[config.mk]
export PLATFORM = sky130hd
export DESIGN_NAME = inert_intf_multi_flat
export DESIGN_NICKNAME = d
export VERILOG_FILES = /design/src/rtl/inert_intf_multi_if.sv /design/src/rtl/inert_intf_multi.sv /design/src/flat_wrapper.sv
export SDC_FILE = /design/constraint.sdc
export NUM_CORES = 1
export LEC_CHECK = 0
export CAP_MARGIN = 10
export CORE_UTILIZATION = 35
export CTS_CLUSTER_DIAMETER = 120
export CTS_CLUSTER_SIZE = 40
export DETAILED_ROUTE_END_ITERATION = 12
export GPL_TIMING_DRIVEN = 0
export SLEW_MARGIN = 10
export SYNTH_ARGS = -nofsm -noshare
export SYNTH_HDL_FRONTEND = slang
export SYNTH_SLANG_ARGS = --single-unit
[constraint.sdc]
create_clock -name clk -period 2.4 [get_ports clk]
set_input_delay 0.36 -clock clk [delete_from_list [all_inputs] [get_ports clk]]
set_output_delay 0.36 -clock clk [all_outputs]
set_load 0.02 [all_outputs]
[src/rtl/inert_intf_multi_if.sv]
// SPI-master handshake bundle between the inertial sensor reader and the
// SPI master: start strobe + command out, completion strobe + read data in.
interface inert_intf_multi_if;
  logic        wrt;
  logic [15:0] cmd;
  logic        done;
  logic [15:0] rd_data;

  modport master (output wrt, output cmd, input done, input rd_data);
  modport slave  (input wrt, input cmd, output done, output rd_data);
endinterface

[src/rtl/inert_intf_multi.sv]
// Inertial sensor reader: initialises the sensor with four register writes,
// then on each data-ready (INT) reads NUM_CH 16-bit channels one byte per
// SPI slot and publishes them atomically with a one-cycle vld strobe.
// Optional feature macro: INERT_SPIKE_FILT_EN zeroes out-of-range words.
module inert_intf_multi #(
  parameter int                  NUM_CH    = 2,
  parameter logic [NUM_CH*8-1:0] CH_ADDR   = {8'h2C, 8'h22},
  parameter int                  SLOT_BITS = 10
) (
  input  logic                     clk,
  input  logic                     rst,
  input  logic                     INT,
  input  logic                     clr_err,
  inert_intf_multi_if.master       spi,
  output logic [NUM_CH*16-1:0]     ch_data,
  output logic                     vld,
  output logic                     ovr,
  output logic                     miss
);

  localparam int NB = 2 * NUM_CH;
  localparam int KW = $clog2(NB);

  typedef enum logic [2:0] {INIT0, INIT1, INIT2, INIT3, IDLE, READ} state_t;

  state_t                  state, state_nxt;
  logic                    int_meta, int_s, int_s_d;
  logic [15:0]             timer;
  logic                    se;
  logic [KW-1:0]           k, k_nxt;
  logic [7:0]              shadow [NB];
  logic [7:0]              shadow_nxt [NB];
  logic                    got_done;
  logic                    wrt_q, wrt_nxt;
  logic [15:0]             cmd_q, cmd_nxt;
  logic                    timer_clr, load, miss_set, ovr_set;
  logic [NUM_CH*16-1:0]    load_words;

  assign se      = &timer[SLOT_BITS-1:0];
  assign ovr_set = (state == READ) && int_s && !int_s_d;
  assign spi.wrt = wrt_q;
  assign spi.cmd = cmd_q;

  // Read command for byte idx: even bytes hit the channel's low-byte
  // register, odd bytes the register right above it.
  function automatic logic [15:0] rd_cmd(input logic [KW-1:0] idx);
    logic [7:0] base;
    logic [7:0] addr;
    base = 8'h00;
    for (int c = 0; c < NUM_CH; c++) begin
      if ((int'(idx) / 2) == c) base = CH_ADDR[8*c +: 8];
    end
    addr = base + {7'b0, idx[0]};
    return {1'b1, addr[6:0], 8'h00};
  endfunction

  // Optional spike filter applied as words are published.
  function automatic logic [15:0] filt(input logic [15:0] w);
`ifdef INERT_SPIKE_FILT_EN
    if ($signed(w) > 16'sh1F00 || $signed(w) < -16'sh1F00) return 16'h0000;
    return w;
`else
    return w;
`endif
  endfunction

  // Next-state, command issue and shadow-byte capture.
  always_comb begin
    state_nxt = state;
    k_nxt     = k;
    wrt_nxt   = 1'b0;
    cmd_nxt   = 16'h0000;
    timer_clr = 1'b0;
    load      = 1'b0;
    miss_set  = 1'b0;
    for (int b = 0; b < NB; b++) shadow_nxt[b] = shadow[b];
    if (state == READ && spi.done) shadow_nxt[k] = spi.rd_data[7:0];
    case (state)
      INIT0: if (&timer) begin
        wrt_nxt = 1'b1; cmd_nxt = 16'h0D02; state_nxt = INIT1;
      end
      INIT1: if (se) begin
        wrt_nxt = 1'b1; cmd_nxt = 16'h1053; state_nxt = INIT2;
      end
      INIT2: if (se) begin
        wrt_nxt = 1'b1; cmd_nxt = 16'h1150; state_nxt = INIT3;
      end
      INIT3: if (se) begin
        wrt_nxt = 1'b1; cmd_nxt = 16'h1460; state_nxt = IDLE;
      end
      IDLE: if (int_s) begin
        wrt_nxt   = 1'b1;
        cmd_nxt   = rd_cmd('0);
        k_nxt     = '0;
        timer_clr = 1'b1;
        state_nxt = READ;
      end
      READ: if (se) begin
        if (!(got_done || spi.done)) miss_set = 1'b1;
        if (k == KW'(NB - 1)) begin
          state_nxt = IDLE;
          load      = 1'b1;
        end else begin
          wrt_nxt = 1'b1;
          cmd_nxt = rd_cmd(k + 1'b1);
          k_nxt   = k + 1'b1;
        end
      end
      default: state_nxt = INIT0;
    endcase
  end

  // Assemble the words to publish, including a byte captured this very cycle.
  always_comb begin
    load_words = '0;
    for (int c = 0; c < NUM_CH; c++) begin
      load_words[16*c +: 16] = filt({shadow_nxt[2*c+1], shadow_nxt[2*c]});
    end
  end

  // Two-flop synchroniser for INT plus a delayed copy for edge detection.
  always_ff @(posedge clk) begin
    if (rst) begin
      int_meta <= 1'b0;
      int_s    <= 1'b0;
      int_s_d  <= 1'b0;
    end else begin
      int_meta <= INT;
      int_s    <= int_meta;
      int_s_d  <= int_s;
    end
  end

  // Free-running slot timer, restarted at the start of each sample.
  always_ff @(posedge clk) begin
    if (rst || timer_clr) timer <= 16'h0000;
    else                  timer <= timer + 16'h0001;
  end

  // Control state, SPI command register, shadow bytes and slot done tracking.
  always_ff @(posedge clk) begin
    if (rst) begin
      state    <= INIT0;
      k        <= '0;
      wrt_q    <= 1'b0;
      cmd_q    <= 16'h0000;
      got_done <= 1'b0;
      for (int b = 0; b < NB; b++) shadow[b] <= 8'h00;
    end else begin
      state    <= state_nxt;
      k        <= k_nxt;
      wrt_q    <= wrt_nxt;
      cmd_q    <= cmd_nxt;
      got_done <= (state == READ && !se) ? (got_done | spi.done) : 1'b0;
      for (int b = 0; b < NB; b++) shadow[b] <= shadow_nxt[b];
    end
  end

  // Publish a whole sample at once, with vld marking the update.
  always_ff @(posedge clk) begin
    if (rst) begin
      ch_data <= '0;
      vld     <= 1'b0;
    end else begin
      vld <= load;
      if (load) ch_data <= load_words;
    end
  end

  // Sticky error flags; a new event beats a simultaneous clear.
  always_ff @(posedge clk) begin
    if (rst) begin
      ovr  <= 1'b0;
      miss <= 1'b0;
    end else begin
      if (ovr_set)      ovr <= 1'b1;
      else if (clr_err) ovr <= 1'b0;
      if (miss_set)     miss <= 1'b1;
      else if (clr_err) miss <= 1'b0;
    end
  end

endmodule

[src/flat_wrapper.sv]
// flat-port wrapper written by rule: the top's interface ports become plain ports
module inert_intf_multi_flat 
#(
  parameter int                  NUM_CH    = 2,
  parameter logic [NUM_CH*8-1:0] CH_ADDR   = {8'h2C, 8'h22},
  parameter int                  SLOT_BITS = 10
)
  (clk, rst, INT, clr_err, ch_data, vld, ovr, miss, spi_wrt, spi_cmd, spi_done, spi_rd_data);
  inert_intf_multi_if spi_i ();
  input  logic clk;
  input  logic rst;
  input  logic INT;
  input  logic clr_err;
  output logic [NUM_CH*16-1:0] ch_data;
  output logic vld;
  output logic ovr;
  output logic miss;
  output wire logic [$bits(spi_i.wrt)-1:0] spi_wrt;
  output wire logic [$bits(spi_i.cmd)-1:0] spi_cmd;
  input wire logic [$bits(spi_i.done)-1:0] spi_done;
  input wire logic [$bits(spi_i.rd_data)-1:0] spi_rd_data;
  assign spi_wrt = spi_i.wrt;
  assign spi_cmd = spi_i.cmd;
  assign spi_i.done = spi_done;
  assign spi_i.rd_data = spi_rd_data;
  inert_intf_multi #(.NUM_CH(NUM_CH), .CH_ADDR(CH_ADDR), .SLOT_BITS(SLOT_BITS)) u_core (.clk(clk), .rst(rst), .INT(INT), .clr_err(clr_err), .spi(spi_i), .ch_data(ch_data), .vld(vld), .ovr(ovr), .miss(miss));
endmodule
==> out/results.ini <==
[place]
gp_congestion = 0.843
port-buffer-count = 60
place.detailed.hpwl_um = 6960
place_inst = 624

[global_route]
grt_max_degree = 18
grt.total_usage_pct = 17.8
grt_pass1_vias = 3182
grt_pass1_wl_um = 16000
grt_overflow = 0
antenna_found_initial = 0

[cts]
clkLatencyLatePin_ps = 340
cts_buffers = 9
cts_hold_buf = 0
cts_buffer_depth = 2
htreeDepth = 3
clk_pin_slew_worst_paths_ps = 70
cts_tree = done
clkSinkCount = 103
root_buffer = clkbuf_16

[sta]
layout_min_cycle_time_ps = 2210
fin_worst_skew_ps = 11.5
rsz0062_at_grt = false
finalSetupViolations = 0
fin_crit_sh_pct = 92.1
slew_violations = 0
tightestPinTransition_ps = 659
hold_violations = 0
max_clock_freq_mhz = 452
slew_headroom_pct = 55.5

[drt]
drt-initial-drc-count = 165
drc = 0
ant_nets = 0
firstDrtPassIters = 4
wl_per_cell_um = 15.4
drt-total-wl_um = 9870
vias = 3306
viasPerCell = 5.15

[worst_setup_path]
setup.worst_path.end_class = flip-flop
slowest_stage = or4_4
critPathLaunchType = flip-flop
cp_max_fo = 10
critPathMaxStageDelay_ps = 600
crit_required_ps = 2600
critical_path.top_delay_family = simple AND/OR/NAND/NOR gates
arrival_ps = 2410
cp_cell_sequence = ha_1 -> nand4_4 -> or4_4 -> nor2_2 -> buf_2 -> a211oi_1
crit_buf_inv = 1
crit_type = flip-flop to flip-flop

[layout]
multiInputGateArea_um2 = 1770
fin_cells = 642
drive_above_1_share_pct = 7.37
regArea_um2 = 2060
antenna_cells = 0
final_nets = 524
areaGrowthSynthToFinish_pct = 27.8
fill_cells = 1087

[synth]
avgSynthCellArea_um2 = 9.53
syn-cell-area_um2 = 4010
ys_seq_area_share_pct = 51.4
yosysMostFrequentCell = dfxtp_1
synth_cell_types = 45
async_flop_share_pct = 0
netlist_instances = 421
synth_top_cell_area_share_pct = 51.4
ys_seq_elements = 103
synth_ff_type = dfxtp_1
synth_common_cells = 103 x dfxtp_1, 56 x nor2_1, 45 x a21oi_1
yosys.area.top_type = dfxtp_1
synth_edf_count = 0
ys_warn_count = 0
synth_area_leaders = dfxtp_1 51%, mux2i_1 8.2%, a211oi_1 6.9%

[hold_path]
holdCritPathClass = flip-flop to flip-flop

[job]
cap_viol_max_count = 0

[pwr]
p_total_uw = 3300
p_leak_uw = 0.00199
irDropWorstVdd_mv = 0.304
power_density_nw_per_um2 = 644

[outcome]
status = finished, final reports clean

[floorplan]
initial_core_util_pct = 36.5
core_region_area_um2 = 11000
dieArea_um2 = 11900
boundaryPins = 73
die_x_um = 109
die_height_um = 109
rows = 38

==> flip-flops by register name (all words and copies together) (netlist names) <==
name,cells
u_core.vld,1
u_core.int_s,1
u_core.got_done,1
u_core.state,3
u_core.int_s_d,1
u_core.int_meta,1
u_core.shadow,32
u_core.spi.cmd,10
u_core.k,2
u_core.spi.wrt,1
u_core.ch_data,32
u_core.miss,1
u_core.timer,16
u_core.ovr,1
==> placed cells by master (no fill, tap or decap), types with 5 or more instances in the layout <==
cell	instances
nor2_1	55
a211oi_1	37
clkbuf_1	20
nor3_1	6
clkdlybuf4s50_1	60
inv_1	10
mux2i_1	33
a21oi_1	45
ha_1	6
buf_4	9
nor2b_1	6
nand2_1	18
xnor2_1	5
or3_1	6
clkbuf_16	9
o21ai_0	5
dfxtp_1	103
nand3_1	9
==> worst paths after layout <==
kind                                            startpoint  cells past startpoint                        endpoint  slack (ps)
worst max-delay path            u_core.timer[0]$_SDFF_PP0_                      6  u_core.ch_data[1]$_SDFFE_PP0P_         190
worst min-delay path            u_core.int_meta$_SDFF_PP0_                      1         u_core.int_s$_SDFF_PP0_         440
worst max register to register  u_core.timer[0]$_SDFF_PP0_                      6  u_core.ch_data[1]$_SDFFE_PP0P_         190
worst min register to register  u_core.int_meta$_SDFF_PP0_                      1         u_core.int_s$_SDFF_PP0_         440
==> layer usage <==
metal	global-route usage [%]	up-vias	routed length (um)
met5	0	-	0
met4	6.27	0	154
met3	4.42	12	505
met2	28.2	107	4540
met1	23.4	1542	4660
li1	-	1645	-
==> where the power goes <==
group          switching (uW)  internal (uW)
registers                6.20           1710
logic                    60.6           35.8
clock network             638            847
==> layout make-up <==
cell class | instances | area share [%]
clock inverter | 5 | 1.24
inverter | 10 | 0.732
tap | 140 | 3.42
timing repair buffer | 62 | 12.0
buffer | 33 | 3.07
clock buffer | 11 | 4.73
multi-input combinational | 278 | 34.6
sequential | 103 | 40.2
==> logic make-up after synthesis <==
group	count (synthesis)	synth area share, %
simple gates	127	16.1
xor+xnor	8	1.75
other cells	1	0.0934
buf+inv	43	4.77
flops	103	51.4
mux	33	8.23
compound gates	100	15.8
fa+ha+maj	6	1.87
==> timing repair <==
action                     4_1_cts  5_1_grt
hold endpoints to repair         0        0
buffers inserted                 0        2
resized for setup                0        7
setup endpoints to repair       20       32
pin swaps                        1        1
==> stage by stage <==
step           util (%)  setup slack (ps)  setup TNS, ps  hold slack (ps)  area, um^2
2_1_floorplan         -               425              0              414        4030
3_3_place_gp       43.7              8.52              0              429        4800
4_1_cts            46.5              44.0              0              447        5110
3_5_place_dp       43.7             -59.8           -276              427        4800
6_report           46.7               190              0              440        5130
5_1_grt            46.7              24.9              0              471        5130
Note: power is estimated with default switching activity, not from simulation.
